### src/rtl/load_store_unit.sv
// Memory-stage load/store unit: turns MemRead/MemWrite requests into aligned
// request/ack bus transactions, stalls the pipeline meanwhile and formats load data.
module load_store_unit #(
    parameter int unsigned ADDR_WIDTH = 32
) (
    input  logic                  clk,
    input  logic                  rst_n,
    input  logic                  MemRead,
    input  logic                  MemWrite,
    input  logic [2:0]            DataWidth,
    input  logic [ADDR_WIDTH-1:0] ALUResult,
    input  logic [31:0]           WriteData,
    output logic [31:0]           ReadData,
    output logic                  Stall,
    output logic                  Misaligned,
    output logic                  mem_req,
    output logic                  mem_we,
    output logic [ADDR_WIDTH-1:0] mem_addr,
    output logic [3:0]            mem_be,
    output logic [31:0]           mem_wdata,
    input  logic                  mem_ack,
    input  logic [31:0]           mem_rdata
);

    typedef enum logic [1:0] {
        IDLE = 2'd0,
        BUSY = 2'd1,
        DONE = 2'd2
    } state_e;

    state_e                state_q, state_d;
    logic                  mem_req_q, mem_req_d;
    logic                  mem_we_q, mem_we_d;
    logic [ADDR_WIDTH-1:0] mem_addr_q, mem_addr_d;
    logic [3:0]            mem_be_q, mem_be_d;
    logic [31:0]           mem_wdata_q, mem_wdata_d;
    logic [31:0]           read_data_q, read_data_d;
    logic                  fmt_half_q, fmt_half_d;
    logic                  fmt_byte_q, fmt_byte_d;
    logic                  fmt_uns_q, fmt_uns_d;
    logic [1:0]            fmt_off_q, fmt_off_d;

    logic                  req;
    logic                  is_half;
    logic                  is_byte;
    logic [1:0]            off;
    logic                  misal;
    logic [3:0]            lane_be;
    logic [31:0]           lane_wdata;
    logic [7:0]            ld_byte;
    logic [15:0]           ld_half;
    logic [31:0]           ld_fmt;

    // Request decode: unlisted width codes fall back to word accesses.
    always_comb begin
        req     = MemRead | MemWrite;
        is_half = (DataWidth[1:0] == 2'b01);
        is_byte = (DataWidth[1:0] == 2'b10);
        off     = ALUResult[1:0];
        if (is_byte) begin
            misal      = 1'b0;
            lane_be    = 4'(4'b0001 << off);
            lane_wdata = {4{WriteData[7:0]}};
        end else if (is_half) begin
            misal      = off[0];
            lane_be    = 4'(4'b0011 << off);
            lane_wdata = {2{WriteData[15:0]}};
        end else begin
            misal      = (off != 2'b00);
            lane_be    = 4'b1111;
            lane_wdata = WriteData;
        end
    end

    // Load formatting from the registered width/offset of the outstanding access.
    always_comb begin
        case (fmt_off_q)
            2'd0:    ld_byte = mem_rdata[7:0];
            2'd1:    ld_byte = mem_rdata[15:8];
            2'd2:    ld_byte = mem_rdata[23:16];
            default: ld_byte = mem_rdata[31:24];
        endcase
        ld_half = fmt_off_q[1] ? mem_rdata[31:16] : mem_rdata[15:0];
        if (fmt_byte_q) begin
            ld_fmt = {{24{~fmt_uns_q & ld_byte[7]}}, ld_byte};
        end else if (fmt_half_q) begin
            ld_fmt = {{16{~fmt_uns_q & ld_half[15]}}, ld_half};
        end else begin
            ld_fmt = mem_rdata;
        end
    end

    // Next-state and output logic.
    always_comb begin
        state_d     = state_q;
        mem_req_d   = mem_req_q;
        mem_we_d    = mem_we_q;
        mem_addr_d  = mem_addr_q;
        mem_be_d    = mem_be_q;
        mem_wdata_d = mem_wdata_q;
        read_data_d = read_data_q;
        fmt_half_d  = fmt_half_q;
        fmt_byte_d  = fmt_byte_q;
        fmt_uns_d   = fmt_uns_q;
        fmt_off_d   = fmt_off_q;
        Stall       = 1'b0;
        Misaligned  = 1'b0;

        case (state_q)
            IDLE: begin
                if (req) begin
                    if (misal) begin
                        Misaligned = 1'b1;
                    end else begin
                        Stall       = 1'b1;
                        mem_req_d   = 1'b1;
                        mem_we_d    = MemWrite;
                        mem_addr_d  = {ALUResult[ADDR_WIDTH-1:2], 2'b00};
                        mem_be_d    = lane_be;
                        mem_wdata_d = lane_wdata;
                        fmt_half_d  = is_half;
                        fmt_byte_d  = is_byte;
                        fmt_uns_d   = DataWidth[2];
                        fmt_off_d   = off;
                        state_d     = BUSY;
                    end
                end
            end
            BUSY: begin
                Stall = 1'b1;
                if (mem_ack) begin
                    mem_req_d = 1'b0;
                    state_d   = DONE;
                    if (!mem_we_q) begin
                        read_data_d = ld_fmt;
                    end
                end
            end
            DONE: begin
                // Inputs still show the completed instruction; one free cycle.
                state_d = IDLE;
            end
            default: begin
                state_d = IDLE;
            end
        endcase
    end

    always_ff @(posedge clk or negedge rst_n) begin
        if (!rst_n) begin
            state_q     <= IDLE;
            mem_req_q   <= 1'b0;
            mem_we_q    <= 1'b0;
            mem_addr_q  <= '0;
            mem_be_q    <= 4'b0000;
            mem_wdata_q <= 32'h0;
            read_data_q <= 32'h0;
            fmt_half_q  <= 1'b0;
            fmt_byte_q  <= 1'b0;
            fmt_uns_q   <= 1'b0;
            fmt_off_q   <= 2'b00;
        end else begin
            state_q     <= state_d;
            mem_req_q   <= mem_req_d;
            mem_we_q    <= mem_we_d;
            mem_addr_q  <= mem_addr_d;
            mem_be_q    <= mem_be_d;
            mem_wdata_q <= mem_wdata_d;
            read_data_q <= read_data_d;
            fmt_half_q  <= fmt_half_d;
            fmt_byte_q  <= fmt_byte_d;
            fmt_uns_q   <= fmt_uns_d;
            fmt_off_q   <= fmt_off_d;
        end
    end

    assign ReadData  = read_data_q;
    assign mem_req   = mem_req_q;
    assign mem_we    = mem_we_q;
    assign mem_addr  = mem_addr_q;
    assign mem_be    = mem_be_q;
    assign mem_wdata = mem_wdata_q;

endmodule

### config.mk
export PLATFORM = sky130hd
export DESIGN_NAME = load_store_unit
export DESIGN_NICKNAME = d
export VERILOG_FILES = /design/src/rtl/load_store_unit.sv
export SDC_FILE = /design/constraint.sdc
export NUM_CORES = 1
export LEC_CHECK = 0
export ABC_AREA = 1
export ABC_CLOCK_PERIOD_IN_PS = 2000
export CAP_MARGIN = 0
export CORE_MARGIN = 2
export CORE_UTILIZATION = 40
export CTS_CLUSTER_DIAMETER = 200
export DETAILED_ROUTE_END_ITERATION = 8
export GPL_TIMING_DRIVEN = 0
export PLACE_DENSITY = 0.87
export SLEW_MARGIN = 0
export SYNTH_ARGS = -nofsm -noshare
export SYNTH_HDL_FRONTEND = slang
export SYNTH_SLANG_ARGS = --single-unit
### constraint.sdc
create_clock -name clk -period 2 [get_ports clk]
set_clock_uncertainty 0.1 [all_clocks]
set_input_delay 0.6 -clock clk [delete_from_list [all_inputs] [get_ports clk]]
set_output_delay 0.6 -clock clk [all_outputs]
set_load 0.02 [all_outputs]
After elaboration in Yosys (flattened, before gate mapping)
Index checks and enable logic that the tools add are counted.
{ "word_totals": {"register_bits": 107, "latchBits": 0, "ramBits": 0, "rom_bits": 0, "output_inout_bits": 104, "elab_cells": 59, "n_memories": 0} }
{ "classes": {"n_addsub": 0, "n_mul": 0, "div_mod_pow": 0, "order_cmp": 0, "n_eq_ne": 8, "n_shift": 2, "mux": 24, "bitwise_logic": 6, "reduce_logical": 8} }
{ "op_table": {"columns": ["cell", "count"], "rows": [
  ["2-to-1 mux 32 bit", 4],
  ["one-hot mux 8 bit (3 select lines)", 1],
  ["2-to-1 mux 16 bit", 1],
  ["2-to-1 mux 1 bit", 10],
  ["AND reduction 3 bit", 3],
  ["2-to-1 mux 4 bit", 2],
  ["== test 2 x 1 -> 1 bit (second input constant)", 3],
  ["2-to-1 mux 2 bit", 3],
  ["!= test 2 bit (second input constant)", 3],
  ["== test 2 bit (second input constant)", 2],
  ["zero test 2 bit", 2],
  ["one-hot mux 1 bit (2 select lines)", 2],
  ["one-hot mux 2 bit (2 select lines)", 1],
  ["AND reduction 4 bit", 1],
  ["nonzero test 2 bit", 2],
  ["<< shifter 1 x 2 -> 4 bit (first input constant)", 1],
  ["<< shifter 2 x 2 -> 4 bit (first input constant)", 1],
  ["NOT 1 bit", 3],
  ["bitwise AND 1 bit", 2],
  ["bitwise OR 1 bit", 1]
]} }

Logic depth before layout (Yosys ltp)
{ "depth": {"word_depth": 6, "depth_mapped": 10, "depth_no_buf": 9} }

Least setup slack after synthesis
Ideal clock, no wire load.
{ "synth_path": {"kind": "input -> output", "from": "in ALUResult[0]", "to": "out Misaligned", "arrival_ns": 1.660, "t_required_ns": 1.300, "path_slack_ns": -0.360, "path_stages": 7, "path_buffers": 2, "path_cell_list": "inv_1 ha_1 nor2_4 nor2_4 buf_4 buf_2 nor2_1"} }
{ "synth_between": {"elab_chain_cells": 6} }
{ "synth_lines": {"columns": ["element", "line_no", "rtl"], "rows": [
  ["from (decl)", "11", "input logic [ADDR_WIDTH-1:0] ALUResult,"],
  ["nonzero test 2 bit", "69", "misal = (off != 2'b00);"],
  ["2-to-1 mux 1 bit (*)", "64", "end else if (is_half) begin"],
  ["2-to-1 mux 1 bit (*)", "60", "if (is_byte) begin"],
  ["2-to-1 mux 1 bit (*)", "112", "if (misal) begin"],
  ["2-to-1 mux 1 bit (*)", "111", "if (req) begin"],
  ["2-to-1 mux 1 bit (*)", "109", "case (state_q)"],
  ["to (decl)", "15", "output logic Misaligned,"]
]} }
Every way passes the cells marked *; elsewhere a longest branch is shown, timed or not.

Worst setup path in the final report
{ "layout_path": {"from": "in DataWidth[1]", "to": "out Misaligned"} }
{ "layout_between": {"elab_chain_cells": 6} }
{ "layout_lines": {"columns": ["element", "line_no", "rtl"], "rows": [
  ["from (decl)", "10", "input logic [2:0] DataWidth,"],
  ["== test 2 x 1 -> 1 bit", "57", "is_half = (DataWidth[1:0] == 2'b01);"],
  ["2-to-1 mux 1 bit", "64", null],
  ["2-to-1 mux 1 bit (*)", "60", null],
  ["2-to-1 mux 1 bit (*)", "112", null],
  ["2-to-1 mux 1 bit (*)", "111", null],
  ["2-to-1 mux 1 bit (*)", "109", null]
]} }
Marks and branches as above.

==> run summary <==
Vias = 5850
HPWL after DPL = 13400 um
initial antenna violation count = 0
core footprint = 0.0133 mm^2
ANT nets after route = 0
clk_lat worst skew = 360 ps
die area = 0.0146 mm^2
sequential share of the synthesized area = 48.9%
# DRC = 0
minimum clock period = 2120 ps
peak supply drop = 903 uV
PwrDens = 1330 mW/mm^2
max_cap viols = 0
GRT overflow = 0
H-tree levels = 3
Setup WS pre-CTS = -1570 ps
I/O pins = 208
worst setup margin = -122 ps
Placed Instances = 1136
Worst Hold Class = in2async
diodes inserted = 0
Syn-to-layout area delta = 50.0%
WS Path Type = in2out
fin area = 0.00821 mm^2
Worst R2R Start = state_q[1]
Hold Violations, Final = 0
crit path from = DataWidth[1]
Final period util = 106%
routed wire length = 18200 um
WL/cell = 15.6 um
Syn Inst Count = 753
Clock transition at path regs = 70 ps
most common flop cell mapped by yosys = dfrtp_1
final core utilization = 61.7%
# rows = 42
filler cell count = 1206
Worst Path Arrival = 1420 ps
setup violators final = 2
number of buffers on the longest clock path = 2
die width = 121 um
Pre-antenna DRT Iters = 5
CTS tree = yes
Cell Area, Synth = 0.00547 mm^2
Worst EP required = 1300 ps
CTS Buf Count = 9
placed instance area = 0.00788 mm^2
cts hold-fix bufs = 0
1st-iter DRT viols = 389
largest net degree at the start of global routing = 64
global-route wire length before repair = 28900 um
vias in the first global route = 5748
Post-synth EDFFs = 0
Avg Inst Size Synth = 7.27 um^2
Synth cell types = 27
outcome = finished with violations
Layout Nets = 1095
critical path endpoint category = primary output
Die Y-Extent = 121 um
Startpoint Class = primary input
Slew Viols, Final = 0
Port Buffers = 205
Initial Util = 41.2%
failing checks = negative setup slack
Power Total = 10.9 mW
Seq cells post-synth = 107
RePlAce Congestion = 0.967
post-synthesis async set-or-reset flop share = 100%
crit-path max FO = 6
Worst-Margin Slew = 626 ps
layout cell share with drive strength beyond 1 = 9.59%
yosys warns = 0
Peak Freq = 471 MHz
Rel. slew slack = 58.2%
Clock Sink Count = 107
Root Driver = clkbuf_16
gr usage total = 25.3%
post-route insts no fill = 1167
RSZ-0062 raised after global routing = true
vias per cell = 5.01
P_leak = 4.51 nW
[synthesized netlist by cell type, types with 3 or more instances]
library cell,instances,area share [%]
nand2_1,408,28
dfrtp_1,107,49
nand3_1,81,7.4
o21ai_0,24,2.2
inv_1,22,1.5
nor2_1,15,1.0
buf_2,14,1.3
buf_4,12,1.6
clkbuf_1,12,0.82
o21ai_1,9,0.82
a21oi_1,8,0.73
o211ai_1,7,0.96
buf_1,5,0.34
ha_1,4,0.91
inv_2,4,0.27
nand2_2,4,0.46
o22ai_1,3,0.34
[report_power, final]
| group | leakage [nW] | switching [mW] | internal, mW |
|---|---|---|---|
| Sequential | 1.33 | 0.574 | 3.12 |
| Combinational | 3.04 | 3.42 | 2.02 |
| Clock | 0.132 | 0.841 | 0.916 |
| Total | 4.51 | 4.83 | 6.06 |
[sequential cells by signal (all words and copies together), names as in the netlist]
| signal | cells |
|---|---|
| fmt_half_q | 1 |
| mem_req | 1 |
| fmt_uns_q | 1 |
| state_q | 2 |
| fmt_byte_q | 1 |
| mem_we | 1 |
| mem_addr | 30 |
| mem_be | 4 |
| mem_wdata | 32 |
| fmt_off_q | 2 |
| ReadData | 32 |
[layer usage]
layer  global-route usage, %  vias to the layer above  part of all wire [%]
met5                       0                        -                     0
met4                    8.94                        0                   2.1
met3                    7.61                       32                    10
met2                    41.5                      266                    47
met1                    31.6                     2720                    41
li1                        -                     2832                     -
[area by class of cell]
cell class	instances	area, um^2	share of cell area [%]
inverter	28	139	1.69
clock buffer	11	253	3.08
multi-input combinational	574	2530	30.8
tap	176	220	2.68
sequential	107	2680	32.6
clock inverter	4	33.8	0.412
timing repair buffer	225	2120	25.8
buffer	42	236	2.88
[through the flow]
stage,hold WS (ps),setup TNS [ps]
after floorplan,204,-105
after global placement,353,-476070
after detailed placement,357,-57130
after CTS,172,-492
after global routing,199,-309
final,146,-205
[final timing paths]
check,to,slack [ps],cells past startpoint
max in group asynchronous,mem_wdata[3],920,2
min,ReadData[20],150,1
max reg2reg,mem_wdata[22],210,7
min in group clk,mem_addr[22],370,2
min reg2reg,mem_addr[22],370,2
max,Misaligned,-120,9
[cell families (layout without fill, tap and decap cells)]
group                    after synthesis  in the layout  synth area share [%]
AND/OR/NAND/NOR                      516            516                  38.5
adder cells (fa/ha/maj)                4              4                 0.915
flip-flops                           107            107                  48.9
AO/OA/AOI/OAI                         52             52                  5.17
buffers and inverters                 73            310                  6.43
other                                  1              2                0.0685
[critical path: stages]
cell and delay, ps:
buf_12 120, inv_16 50, nand2_8 60, nand2_8 60, nor2_4 40, nor2_4 170, buf_8 150, nor2_4 30
buf_6 120
[layout by cell type (no fill, tap or decap), types with 3 or more instances in the layout]
cell type,count
buf_4,29
o21ai_1,9
buf_6,4
a21oi_1,8
dlygate4sd2_1,100
nand3_1,81
nor2_4,3
nor2_1,13
nand2_8,3
inv_1,17
o22ai_1,3
o21ai_0,23
nand2_1,407
buf_2,13
buf_8,4
clkbuf_16,9
inv_2,5
buf_1,4
o211ai_1,7
clkinvlp_4,3
clkbuf_1,11
dfrtp_1,107
ha_1,3
clkdlybuf4s50_1,96
[what timing repair did]
| item | 4_1_cts | 5_1_grt |
|---|---|---|
| pin swaps | 8 | 6 |
| buffers inserted | 9 | 10 |
| endpoints found under the setup margin | 186 | 35 |
| gates resized for setup | 153 | 7 |
Power figures use the tool's default switching activity.
